[config.mk]
export PLATFORM = sky130hd
export DESIGN_NAME = alu_issue_ctrl_flat
export DESIGN_NICKNAME = d
export VERILOG_FILES = /design/src/rtl/alu_issue_ctrl_if.sv /design/src/rtl/alu_issue_ctrl.sv /design/src/flat_wrapper.sv
export SDC_FILE = /design/constraint.sdc
export NUM_CORES = 1
export LEC_CHECK = 0
export ABC_AREA = 1
export CORE_AREA = 4 4 134 136
export DETAILED_ROUTE_END_ITERATION = 6
export DIE_AREA = 0 0 138 140
export PLACE_DENSITY_LB_ADDON = 0.12
export SYNTH_ARGS = -nofsm -noshare
export SYNTH_HDL_FRONTEND = slang
export SYNTH_SLANG_ARGS = --single-unit
[constraint.sdc]
create_clock -name clock -period 4 [get_ports clock]
set_input_delay 0.8 -clock clock [delete_from_list [all_inputs] [get_ports clock]]
set_output_delay 0.8 -clock clock [all_outputs]
set_load 0.01 [all_outputs]
[src/rtl/alu_issue_ctrl_if.sv]
// alu_issue_ctrl_if: request/response handshakes plus the ALU-side bus of alu_issue_ctrl.
// master is the environment (control unit and ALU), slave is the issuer.
interface alu_issue_ctrl_if #(
    parameter int WIDTH = 32
);
    logic             opValid;
    logic             opReady;
    logic [3:0]       opCode;
    logic [WIDTH-1:0] opA;
    logic [WIDTH-1:0] opB;
    logic [WIDTH-1:0] registerA;
    logic [WIDTH-1:0] registerB;
    logic [12:0]      ALU_instruc;
    logic [WIDTH-1:0] result;
    logic [WIDTH-1:0] result_hi;
    logic             carryOut;
    logic             resValid;
    logic             resReady;
    logic [WIDTH-1:0] resLo;
    logic [WIDTH-1:0] resHi;
    logic             resCarry;
    logic             resErr;
    logic [WIDTH-1:0] hiReg;
    logic [WIDTH-1:0] loReg;
    modport master (
        output opValid, opCode, opA, opB, result, result_hi, carryOut, resReady,
        input  opReady, registerA, registerB, ALU_instruc, resValid, resLo, resHi,
               resCarry, resErr, hiReg, loReg
    );
    modport slave (
        input  opValid, opCode, opA, opB, result, result_hi, carryOut, resReady,
        output opReady, registerA, registerB, ALU_instruc, resValid, resLo, resHi,
               resCarry, resErr, hiReg, loReg
    );
endinterface

[src/rtl/alu_issue_ctrl.sv]
// alu_issue_ctrl: issues one decoded ALU operation at a time and returns its captured result.
// Define ALU_HILO_EN to keep persistent HI/LO registers updated by MUL/DIV.
module alu_issue_ctrl #(
    parameter int WIDTH   = 32,
    parameter int ALU_LAT = 1
) (
    input logic             clock,
    input logic             reset,
    alu_issue_ctrl_if.slave bus
);
    localparam logic [1:0] S_IDLE = 2'd0;
    localparam logic [1:0] S_WAIT = 2'd1;
    localparam logic [1:0] S_RESP = 2'd2;
    logic [1:0]       r_state;
    logic [3:0]       r_cnt;
    logic [3:0]       r_op;
    logic [WIDTH-1:0] r_a;
    logic [WIDTH-1:0] r_b;
    logic [WIDTH-1:0] r_lo;
    logic [WIDTH-1:0] r_hi;
    logic             r_carry;
    logic             r_err;
    logic             w_accept;
    logic             w_done;
    logic             w_illegal;
    assign w_accept  = r_state == S_IDLE && bus.opValid;
    assign w_done    = r_state == S_WAIT && r_cnt == 4'd0;
    assign w_illegal = bus.opCode > 4'd12;
    always_ff @(posedge clock) begin
        if (reset) begin
            r_state <= S_IDLE;
            r_cnt   <= '0;
            r_op    <= '0;
            r_a     <= '0;
            r_b     <= '0;
            r_lo    <= '0;
            r_hi    <= '0;
            r_carry <= 1'b0;
            r_err   <= 1'b0;
        end else if (w_accept) begin
            r_a     <= bus.opA;
            r_b     <= bus.opB;
            r_op    <= bus.opCode;
            r_cnt   <= 4'(ALU_LAT - 1);
            r_err   <= w_illegal;
            r_state <= w_illegal ? S_RESP : S_WAIT;
            if (w_illegal) begin
                r_lo    <= '0;
                r_hi    <= '0;
                r_carry <= 1'b0;
            end
        end else if (r_state == S_WAIT) begin
            r_cnt <= r_cnt - 4'd1;
            if (w_done) begin
                r_lo    <= bus.result;
                r_hi    <= bus.result_hi;
                r_carry <= bus.carryOut;
                r_state <= S_RESP;
            end
        end else if (r_state == S_RESP && bus.resReady) begin
            r_state <= S_IDLE;
        end
    end
    // opReady is masked by reset so it reads 0 for the whole reset pulse
    assign bus.opReady     = r_state == S_IDLE && !reset;
    assign bus.resValid    = r_state == S_RESP;
    assign bus.ALU_instruc = r_state == S_WAIT ? 13'd1 << r_op : 13'd0;
    assign bus.registerA   = r_a;
    assign bus.registerB   = r_b;
    assign bus.resLo       = r_lo;
    assign bus.resHi       = r_hi;
    assign bus.resCarry    = r_carry;
    assign bus.resErr      = r_err;
`ifdef ALU_HILO_EN
    logic [WIDTH-1:0] r_hi_reg;
    logic [WIDTH-1:0] r_lo_reg;
    always_ff @(posedge clock) begin
        if (reset) begin
            r_hi_reg <= '0;
            r_lo_reg <= '0;
        end else if (w_done && (r_op == 4'd4 || r_op == 4'd5)) begin
            r_hi_reg <= bus.result_hi;
            r_lo_reg <= bus.result;
        end
    end
    assign bus.hiReg = r_hi_reg;
    assign bus.loReg = r_lo_reg;
`else
    assign bus.hiReg = '0;
    assign bus.loReg = '0;
`endif
endmodule

[src/flat_wrapper.sv]
// flat-port wrapper written by rule: the top's interface ports become plain ports
module alu_issue_ctrl_flat 
#(
    parameter int WIDTH   = 32,
    parameter int ALU_LAT = 1
)
  (clock, reset, bus_opValid, bus_opCode, bus_opA, bus_opB, bus_result, bus_result_hi, bus_carryOut, bus_resReady, bus_opReady, bus_registerA, bus_registerB, bus_ALU_instruc, bus_resValid, bus_resLo, bus_resHi, bus_resCarry, bus_resErr, bus_hiReg, bus_loReg);
  alu_issue_ctrl_if #(.WIDTH(WIDTH)) bus_i ();
  input logic clock;
  input logic reset;
  input wire logic [$bits(bus_i.opValid)-1:0] bus_opValid;
  input wire logic [$bits(bus_i.opCode)-1:0] bus_opCode;
  input wire logic [$bits(bus_i.opA)-1:0] bus_opA;
  input wire logic [$bits(bus_i.opB)-1:0] bus_opB;
  input wire logic [$bits(bus_i.result)-1:0] bus_result;
  input wire logic [$bits(bus_i.result_hi)-1:0] bus_result_hi;
  input wire logic [$bits(bus_i.carryOut)-1:0] bus_carryOut;
  input wire logic [$bits(bus_i.resReady)-1:0] bus_resReady;
  output wire logic [$bits(bus_i.opReady)-1:0] bus_opReady;
  output wire logic [$bits(bus_i.registerA)-1:0] bus_registerA;
  output wire logic [$bits(bus_i.registerB)-1:0] bus_registerB;
  output wire logic [$bits(bus_i.ALU_instruc)-1:0] bus_ALU_instruc;
  output wire logic [$bits(bus_i.resValid)-1:0] bus_resValid;
  output wire logic [$bits(bus_i.resLo)-1:0] bus_resLo;
  output wire logic [$bits(bus_i.resHi)-1:0] bus_resHi;
  output wire logic [$bits(bus_i.resCarry)-1:0] bus_resCarry;
  output wire logic [$bits(bus_i.resErr)-1:0] bus_resErr;
  output wire logic [$bits(bus_i.hiReg)-1:0] bus_hiReg;
  output wire logic [$bits(bus_i.loReg)-1:0] bus_loReg;
  assign bus_i.opValid = bus_opValid;
  assign bus_i.opCode = bus_opCode;
  assign bus_i.opA = bus_opA;
  assign bus_i.opB = bus_opB;
  assign bus_i.result = bus_result;
  assign bus_i.result_hi = bus_result_hi;
  assign bus_i.carryOut = bus_carryOut;
  assign bus_i.resReady = bus_resReady;
  assign bus_opReady = bus_i.opReady;
  assign bus_registerA = bus_i.registerA;
  assign bus_registerB = bus_i.registerB;
  assign bus_ALU_instruc = bus_i.ALU_instruc;
  assign bus_resValid = bus_i.resValid;
  assign bus_resLo = bus_i.resLo;
  assign bus_resHi = bus_i.resHi;
  assign bus_resCarry = bus_i.resCarry;
  assign bus_resErr = bus_i.resErr;
  assign bus_hiReg = bus_i.hiReg;
  assign bus_loReg = bus_i.loReg;
  alu_issue_ctrl #(.WIDTH(WIDTH), .ALU_LAT(ALU_LAT)) u_core (.clock(clock), .reset(reset), .bus(bus_i));
endmodule
Word level (Yosys, flattened, before mapping)
Index checks and enable logic that the tools add are counted.
{"block": "word_totals", "register_bits": 140, "output_inout_bits": 209, "word_cells": 46}
{"block": "classes", "mux": 17, "n_shift": 1, "n_addsub": 1, "eq_ne": 4, "n_lt_le_gt_ge": 1, "n_reduce_logical": 13}
{"operator": "32-bit 2-to-1 mux", "n": 7}
{"operator": "13-bit 2-to-1 mux", "n": 1}
{"operator": "1-bit by 4-bit << shifter with 13-bit output (first input constant)", "n": 1}
{"operator": "2-bit 2-to-1 mux", "n": 5}
{"operator": "4-bit greater-than comparator (second input constant)", "n": 1}
{"operator": "1-bit logical AND", "n": 4}
{"operator": "4-bit logical NOT", "n": 1}
{"operator": "1-bit 2-to-1 mux", "n": 4}
{"operator": "2-bit nonzero test", "n": 2}
{"operator": "4-bit by 1-bit subtractor with 4-bit output (second input constant)", "n": 1}
{"operator": "3-bit by 1-bit != test with 1-bit output (second input constant)", "n": 1}
{"operator": "3-bit AND reduction", "n": 1}
{"operator": "3-bit nonzero test", "n": 1}
{"operator": "2-bit by 1-bit == test with 1-bit output (second input constant)", "n": 1}
{"operator": "2-bit == test (second input constant)", "n": 1}
{"operator": "2-bit logical NOT", "n": 1}
{"operator": "2-bit != test (second input constant)", "n": 1}
{"operator": "2-bit AND reduction", "n": 1}
{"operator": "2-bit OR reduction", "n": 1}
{"operator": "1-bit logical NOT", "n": 1}

Longest topological paths before layout
Gate-level depths: netlist of run 1.
{"block": "logic_depth", "word_depth": 5, "ltp_mapped": 9, "ltp_nobuf": 7}

Least setup slack after synthesis of run 1
Ideal clock, no wire load.
{"block": "synth_path", "kind": "reg2out", "from": "reg u_core.r_state[0]", "to": "out bus_ALU_instruc[5]", "n_path_buf": 0, "path_slack_ns": 2.068, "path_stages_with_launch": 7, "t_arrival_ns": 1.132, "required_time_ns": 3.200, "cell_sequence": "dfxtp_1 -> inv_2 -> nor2_4 -> inv_2 -> nor2_1 -> nand2_1 -> nor3_1"}
{"block": "synth_via", "elab_chain_len": 2}
{"item": "from (decl)", "line_no": "alu_issue_ctrl.sv:14", "source": "logic [1:0] r_state;"}
{"item": "from (signal assigned)", "line_no": "alu_issue_ctrl.sv:46", "source": "r_state <= w_illegal ? S_RESP : S_WAIT;"}
{"item": "2-bit by 1-bit == test with 1-bit output", "line_no": "alu_issue_ctrl.sv:67", "source": "assign bus.ALU_instruc = r_state == S_WAIT ? 13'd1 << r_op : 13'd0;"}
{"item": "13-bit 2-to-1 mux", "line_no": "alu_issue_ctrl.sv:67"}
{"item": "to (decl)", "line_no": "flat_wrapper.sv:22", "source": "output wire logic [$bits(bus_i.ALU_instruc)-1:0] bus_ALU_instruc;"}
No other way between the ends.

Final worst setup path of run 1
{"block": "layout_path", "from": "reg u_core.r_state[0]", "to": "out bus_ALU_instruc[6]"}
Same word-level chain as after synthesis.

==> results of run 1 <==
[metrics by stage]
step	hold slack (ps)	cells	instance area (sq um)
after floorplan	475	798	5940
after global placement	453	1198	8340
after detailed placement	456	1198	8340
after CTS	465	1230	8970
after global routing	482	1230	8970
final	462	1230	8970
[registers in the layout, summed over array words and instances, names as in the netlist]
name                  cells
u_core.bus.resHi         32
u_core.bus.registerA     32
u_core.bus.registerB     32
u_core.bus.resLo         32
u_core.r_cnt              4
u_core.bus.resCarry       1
u_core.r_op               4
u_core.r_state            2
u_core.bus.resErr         1
[worst max-delay path, stage by stage (launching register included)]
cell	delay, ps
dfxtp_1	420
inv_2	80
nor2_4	150
inv_2	120
nor2_1	150
nand2_1	110
nor3_1	160
clkdlybuf4s50_1	650
[power groups by stage]
| stage | clock network [mW] | registers, mW | logic (mW) |
|---|---|---|---|
| after floorplan | 0 | 1.66 | 0.402 |
| after global placement | 0 | 1.61 | 0.836 |
| after detailed placement | 0 | 1.62 | 0.837 |
| after CTS | 1.68 | 1.59 | 0.840 |
| after global routing | 1.74 | 1.60 | 0.908 |
| final | 1.64 | 1.58 | 0.830 |
[cell families (layout without fill, tap and decap cells)]
kind of cell | count (synthesis) | count (layout) | synth area share, %
buffers and inverters | 135 | 342 | 14.7
adders and majority gates | 2 | 2 | 0.439
AOI/OAI and AO/OA | 79 | 79 | 6.98
other | 1 | 64 | 0.0658
and+or+nand+nor | 378 | 378 | 28.6
DFF | 140 | 140 | 49.2
[layout make-up]
type,instances,area [sq um]
Clock buffer,22,484
Tap cell,225,282
Timing Repair Buffer,289,2890
Clock inverter,10,138
Multi-Input combinational cell,523,2290
Fill cell,1651,7970
Sequential cell,140,2800
Inverter,21,80.1
[worst max path at each step]
stage | startpoint | endpoint | slack [ps] | cells past startpoint
floorplan | u_core.r_state[0] | bus_ALU_instruc[5] | 2070 | 6
global placement | reset | bus_opReady | 1180 | 3
detailed placement | reset | bus_opReady | 1180 | 3
CTS | u_core.r_state[0] | bus_ALU_instruc[6] | 870 | 7
global route | u_core.r_state[0] | bus_ALU_instruc[5] | 700 | 7
finish | u_core.r_state[0] | bus_ALU_instruc[6] | 950 | 7
[cell usage in the layout (no fill, tap or decap)]
master | Yosys | final
clkdlybuf4s50_1 | 0 | 281
nor2_1 | 151 | 151
dfxtp_1 | 140 | 140
nand3_1 | 138 | 138
nand2_1 | 80 | 80
o21ai_0 | 71 | 71
conb_1 | 1 | 64
clkbuf_16 | 0 | 17
inv_1 | 18 | 16
a21oi_1 | 7 | 7
buf_4 | 73 | 7
nor3_1 | 5 | 5
inv_2 | 3 | 4
clkinv_2 | 0 | 4
clkbuf_8 | 0 | 4
bufinv_16 | 0 | 3
nor2_4 | 2 | 2
ha_1 | 2 | 2
clkinv_4 | 0 | 2
clkinvlp_4 | 0 | 2
nand2_2 | 1 | 1
nor2_8 | 1 | 1
o211ai_1 | 1 | 1
clkbuf_1 | 25 | 1
buf_12 | 0 | 1
[routing by layer]
| metal | share of wire (%) | vias up |
|---|---|---|
| met1 | 41 | 2436 |
| met3 | 9.8 | 19 |
| met2 | 47 | 222 |
| met5 | 0.11 | - |
| li1 | - | 2771 |
| met4 | 1.3 | 2 |
==> results.cfg, run 1 <==
[critical_path]
worst_setup_path_start_kind = register
reg2reg_from = u_core.r_state[0]
r2r_cells = 7
cp_max_fo = 7
end_kind = output pin
rrSetupSlack_ps = 2040
r2r-end = u_core.bus.resHi[12]
worstPathArrival_ps = 2250
required_ps = 3200
critPathKind = register to output pin

[die]
rows = 48
die_w_um = 138
initial_utilization_pct = 33.7
core_sq_um = 16900
ios = 346
die_h_um = 140
dieArea_sq_um = 19300

[clocking]
cts_tree = done
numCtsBuffers = 17
post_cts_resize_count = 0
clock_latency_ps = 410
h-tree-depth = 4
ctsHoldBuffers = 0
clockRootBuffer = clkbuf_16
clock_path_buffers = 2
path_clk_slew_ps = 60
cts_setup_buffers = 0
clock_sinks = 140

[pwr]
leakage_nw = 3.81
power.density_nw_per_um2 = 452
comb_power_share_pct = 20.5
power_mw = 4.05
p_int_mw = 2.97
swShare_pct = 26.7
clkPwrFrac_pct = 40.4
irDropWorstVdd_mv = 0.261
sequentialPowerShare_pct = 39.1
switchingPower_mw = 1.08

[run]
cap_viol_max_count = 0

[detailed_routing]
via_count = 5450
ant_nets = 0
drt_iter0_drc = 250
route.detailed.drc = 0
wl_per_cell_um = 14.8
drt_first_pass_iters = 4
routed_wl_mm = 18.3
viasPerCell = 4.43

[sta]
slew_headroom_pct = 52.4
tightest_slew_ps = 714
hold_violations = 0
setup_viol = 0
min_period_ps = 3050
fmaxAchievable_mhz = 328
skew_ps = 12.7
fin_setup_tns_ps = 0
rsz0062_at_grt = no
setup_ws_ps = 949
report.final.slew_viol_count = 0
fin_crit_sh_pct = 76.3

[place]
gp_congestion = 0.770
portBuffers = 281
pre_cts_slack_ps = 1180
dp_hpwl_mm = 12.8

[cells_and_area]
syn_to_final_growth_pct = 57.3
nets = 1131
drive_gt1_share_pct = 4.78
diodes = 0
finish.utilization_pct = 52.9

[global_routing]
use_met3_pct = 8.06
overflow = 0
grt_use_total_pct = 17.9
first_global_vias = 5025
antenna_found_initial = 1
grt_pass1_wl_mm = 27.7
use_met1_pct = 21.2
gr-usage-met2_pct = 29.3
grt_max_degree = 134
busiest_layer = met2

[logic_synthesis]
yosys.area.top_type_share_pct = 49.2
synth_top_cell_by_area = dfxtp_1
yosysWarnings = 0
synthArstFlopShare_pct = 0
synth-edff-count = 0
synth.most_common_cell = nor2_1
synth_area_sq_um = 5700
synth.distinct_cells = 19
yosys_register_bits = 140
synth_area_leaders = dfxtp_1, nand3_1, nor2_1
synth_flop_cell = dfxtp_1
yosysSeqAreaShare_pct = 49.2
avgSynthCellArea_sq_um = 7.75
synth_common_cells = nor2_1, dfxtp_1, nand3_1
synth_cells = 735

[hold_path]
min_from = u_core.bus.resHi[2]
min_path_cells = 2
worstHoldPathType = register to register
hold_end = u_core.bus.resHi[2]

[status]
outcome = finished clean
No activity file was read; power rests on OpenSTA's default activity.
==> inputs of run 2 (changes only) <==
--- a/config.mk
+++ b/config.mk
@@ -6,9 +6,10 @@
 export NUM_CORES = 1
 export LEC_CHECK = 0
 export ABC_AREA = 1
-export CORE_AREA = 4 4 134 136
+export CORE_ASPECT_RATIO = 1.2
+export CORE_MARGIN = 4
+export CORE_UTILIZATION = 34
 export DETAILED_ROUTE_END_ITERATION = 6
-export DIE_AREA = 0 0 138 140
 export PLACE_DENSITY_LB_ADDON = 0.12
 export SYNTH_ARGS = -nofsm -noshare
 export SYNTH_HDL_FRONTEND = slang
==> constraint.sdc (replaced) <==
create_clock -name clock -period 2.55 [get_ports clock]
set_input_delay 0.51 -clock clock [delete_from_list [all_inputs] [get_ports clock]]
set_output_delay 0.51 -clock clock [all_outputs]
set_load 0.01 [all_outputs]
==> results.cfg, run 2 (synthesized netlist as in run 1, its figures left out) <==
[detailed_routing]
wl_per_cell_um = 14.7
viasPerCell = 4.46
via_count = 5466
drt_iter0_drc = 390
routed_wl_mm = 18.0
route.detailed.drc = 0
drt_first_pass_iters = 4
ant_nets = 0

[sta]
skew_ps = 5.41
fmaxAchievable_mhz = 394
report.final.slew_viol_count = 0
fin_crit_sh_pct = 99.5
rsz0062_at_grt = yes
tightest_slew_ps = 958
setup_viol = 0
hold_violations = 0
min_period_ps = 2540
whs_ps = 461
slew_headroom_pct = 36.0

[global_routing]
antenna_found_initial = 0
overflow = 0
grt_max_degree = 134
first_global_vias = 5015
grt_use_total_pct = 17.9
grt_pass1_wl_mm = 26.9

[critical_path]
rrSetupSlack_ps = 490
worst_setup_path_start_kind = register
r2r_cells = 8
r2r-end = u_core.bus.resCarry
reg2reg_from = u_core.r_state[1]
worstPathArrival_ps = 2030
cp_max_fo = 6
end_kind = output pin
required_ps = 2040
critPathKind = register to output pin

[clocking]
cts_tree = done
path_clk_slew_ps = 60
ctsHoldBuffers = 0
clockRootBuffer = clkbuf_16
clock_latency_ps = 410
clock_sinks = 140
h-tree-depth = 4
numCtsBuffers = 17
clock_path_buffers = 2

[place]
dp_hpwl_mm = 12.6
dp.cells = 1191
portBuffers = 281
gp_congestion = 0.855

[pwr]
swShare_pct = 26.6
p_int_mw = 4.70
power.density_nw_per_um2 = 705
irDropWorstVdd_mv = 0.410
switchingPower_mw = 1.70
clkPwrFrac_pct = 40.2
comb_power_share_pct = 21.0
sequentialPowerShare_pct = 38.9
leakage_nw = 3.98

[die]
die_h_um = 150
ios = 346
rows = 51
core_sq_um = 16300
die_w_um = 126
initial_utilization_pct = 34.9
dieArea_sq_um = 18900

[cells_and_area]
nets = 1139
fin_cells = 1225
diodes = 0
syn_to_final_growth_pct = 59.4
drive_gt1_share_pct = 6.12
mostFrequentLayoutCells = clkdlybuf4s50_1, nor2_1, dfxtp_1
final_common_cell = clkdlybuf4s50_1

[hold_path]
min_from = u_core.bus.resLo[22]
hold_end = u_core.bus.resLo[22]
worstHoldPathType = register to register
min_path_cells = 2

[run]
cap_viol_max_count = 0

[status]
outcome = finished clean
[run 2: what timing repair did]
item / CTS / global route
setup endpoints to repair: 11 / 3
buffers inserted: 0 / 2
pin swaps: 0 / 1
resized for setup: 11 / 6
[run 2: worst max-delay path by stage]
stage,start,to,slack [ps],cells past startpoint
after detailed placement,bus_opCode[1],u_core.bus.resLo[14],30,9
after global routing,u_core.r_state[0],bus_ALU_instruc[8],-80,6
final,u_core.r_state[0],bus_ALU_instruc[8],10,6
after CTS,u_core.r_state[0],bus_ALU_instruc[1],-7,7
after global placement,bus_opCode[2],u_core.bus.resHi[8],40,9
after floorplan,u_core.r_state[0],bus_ALU_instruc[5],910,6
[run 2: worst max-delay path, cell delays in order (launching register included)]
cell,delay (ps)
dfxtp_2,390
inv_2,70
nor2_4,180
buf_4,140
nand2_2,90
nor2_2,180
clkdlybuf4s50_1,570
[run 2: area by class of cell]
class                      count  area [sq um]
clock buffer                  23           488
inverter                      21          80.1
tap                          212           265
clock inverter                 9           134
timing repair buffer         297          3000
fill                        1600          7250
sequential                   140          2800
multi-input combinational    523          2310
[run 2: stage by stage]
step | worst slack, ps | power (mW) | setup TNS [ps] | instance area (sq um) | util, %
2_1_floorplan | 908 | 3.24 | 0 | 5940 | -
3_3_place_gp | 39.2 | 3.87 | 0 | 8420 | 51.6
3_5_place_dp | 28.1 | 3.88 | 0 | 8420 | 51.6
4_1_cts | -7.22 | 6.48 | -7.22 | 9050 | 55.4
5_1_grt | -82.9 | 6.72 | -89.2 | 9080 | 55.6
6_report | 11.6 | 6.40 | 0 | 9080 | 55.6
[run 2: power by group through the flow]
| stage | logic, mW | registers (mW) | clock network [mW] |
|---|---|---|---|
| after floorplan | 0.631 | 2.61 | 0 |
| final | 1.34 | 2.49 | 2.57 |
| after detailed placement | 1.35 | 2.53 | 0 |
| after global routing | 1.47 | 2.52 | 2.73 |
| after CTS | 1.35 | 2.49 | 2.64 |
| after global placement | 1.34 | 2.53 | 0 |
[run 2: routing by layer]
metal	share of wire, %	vias to the layer above	track usage [%]
met5	0	-	0
met4	0.81	0	4.99
met3	10	10	7.64
met2	47	230	28.9
met1	42	2440	22.0
li1	-	2786	-
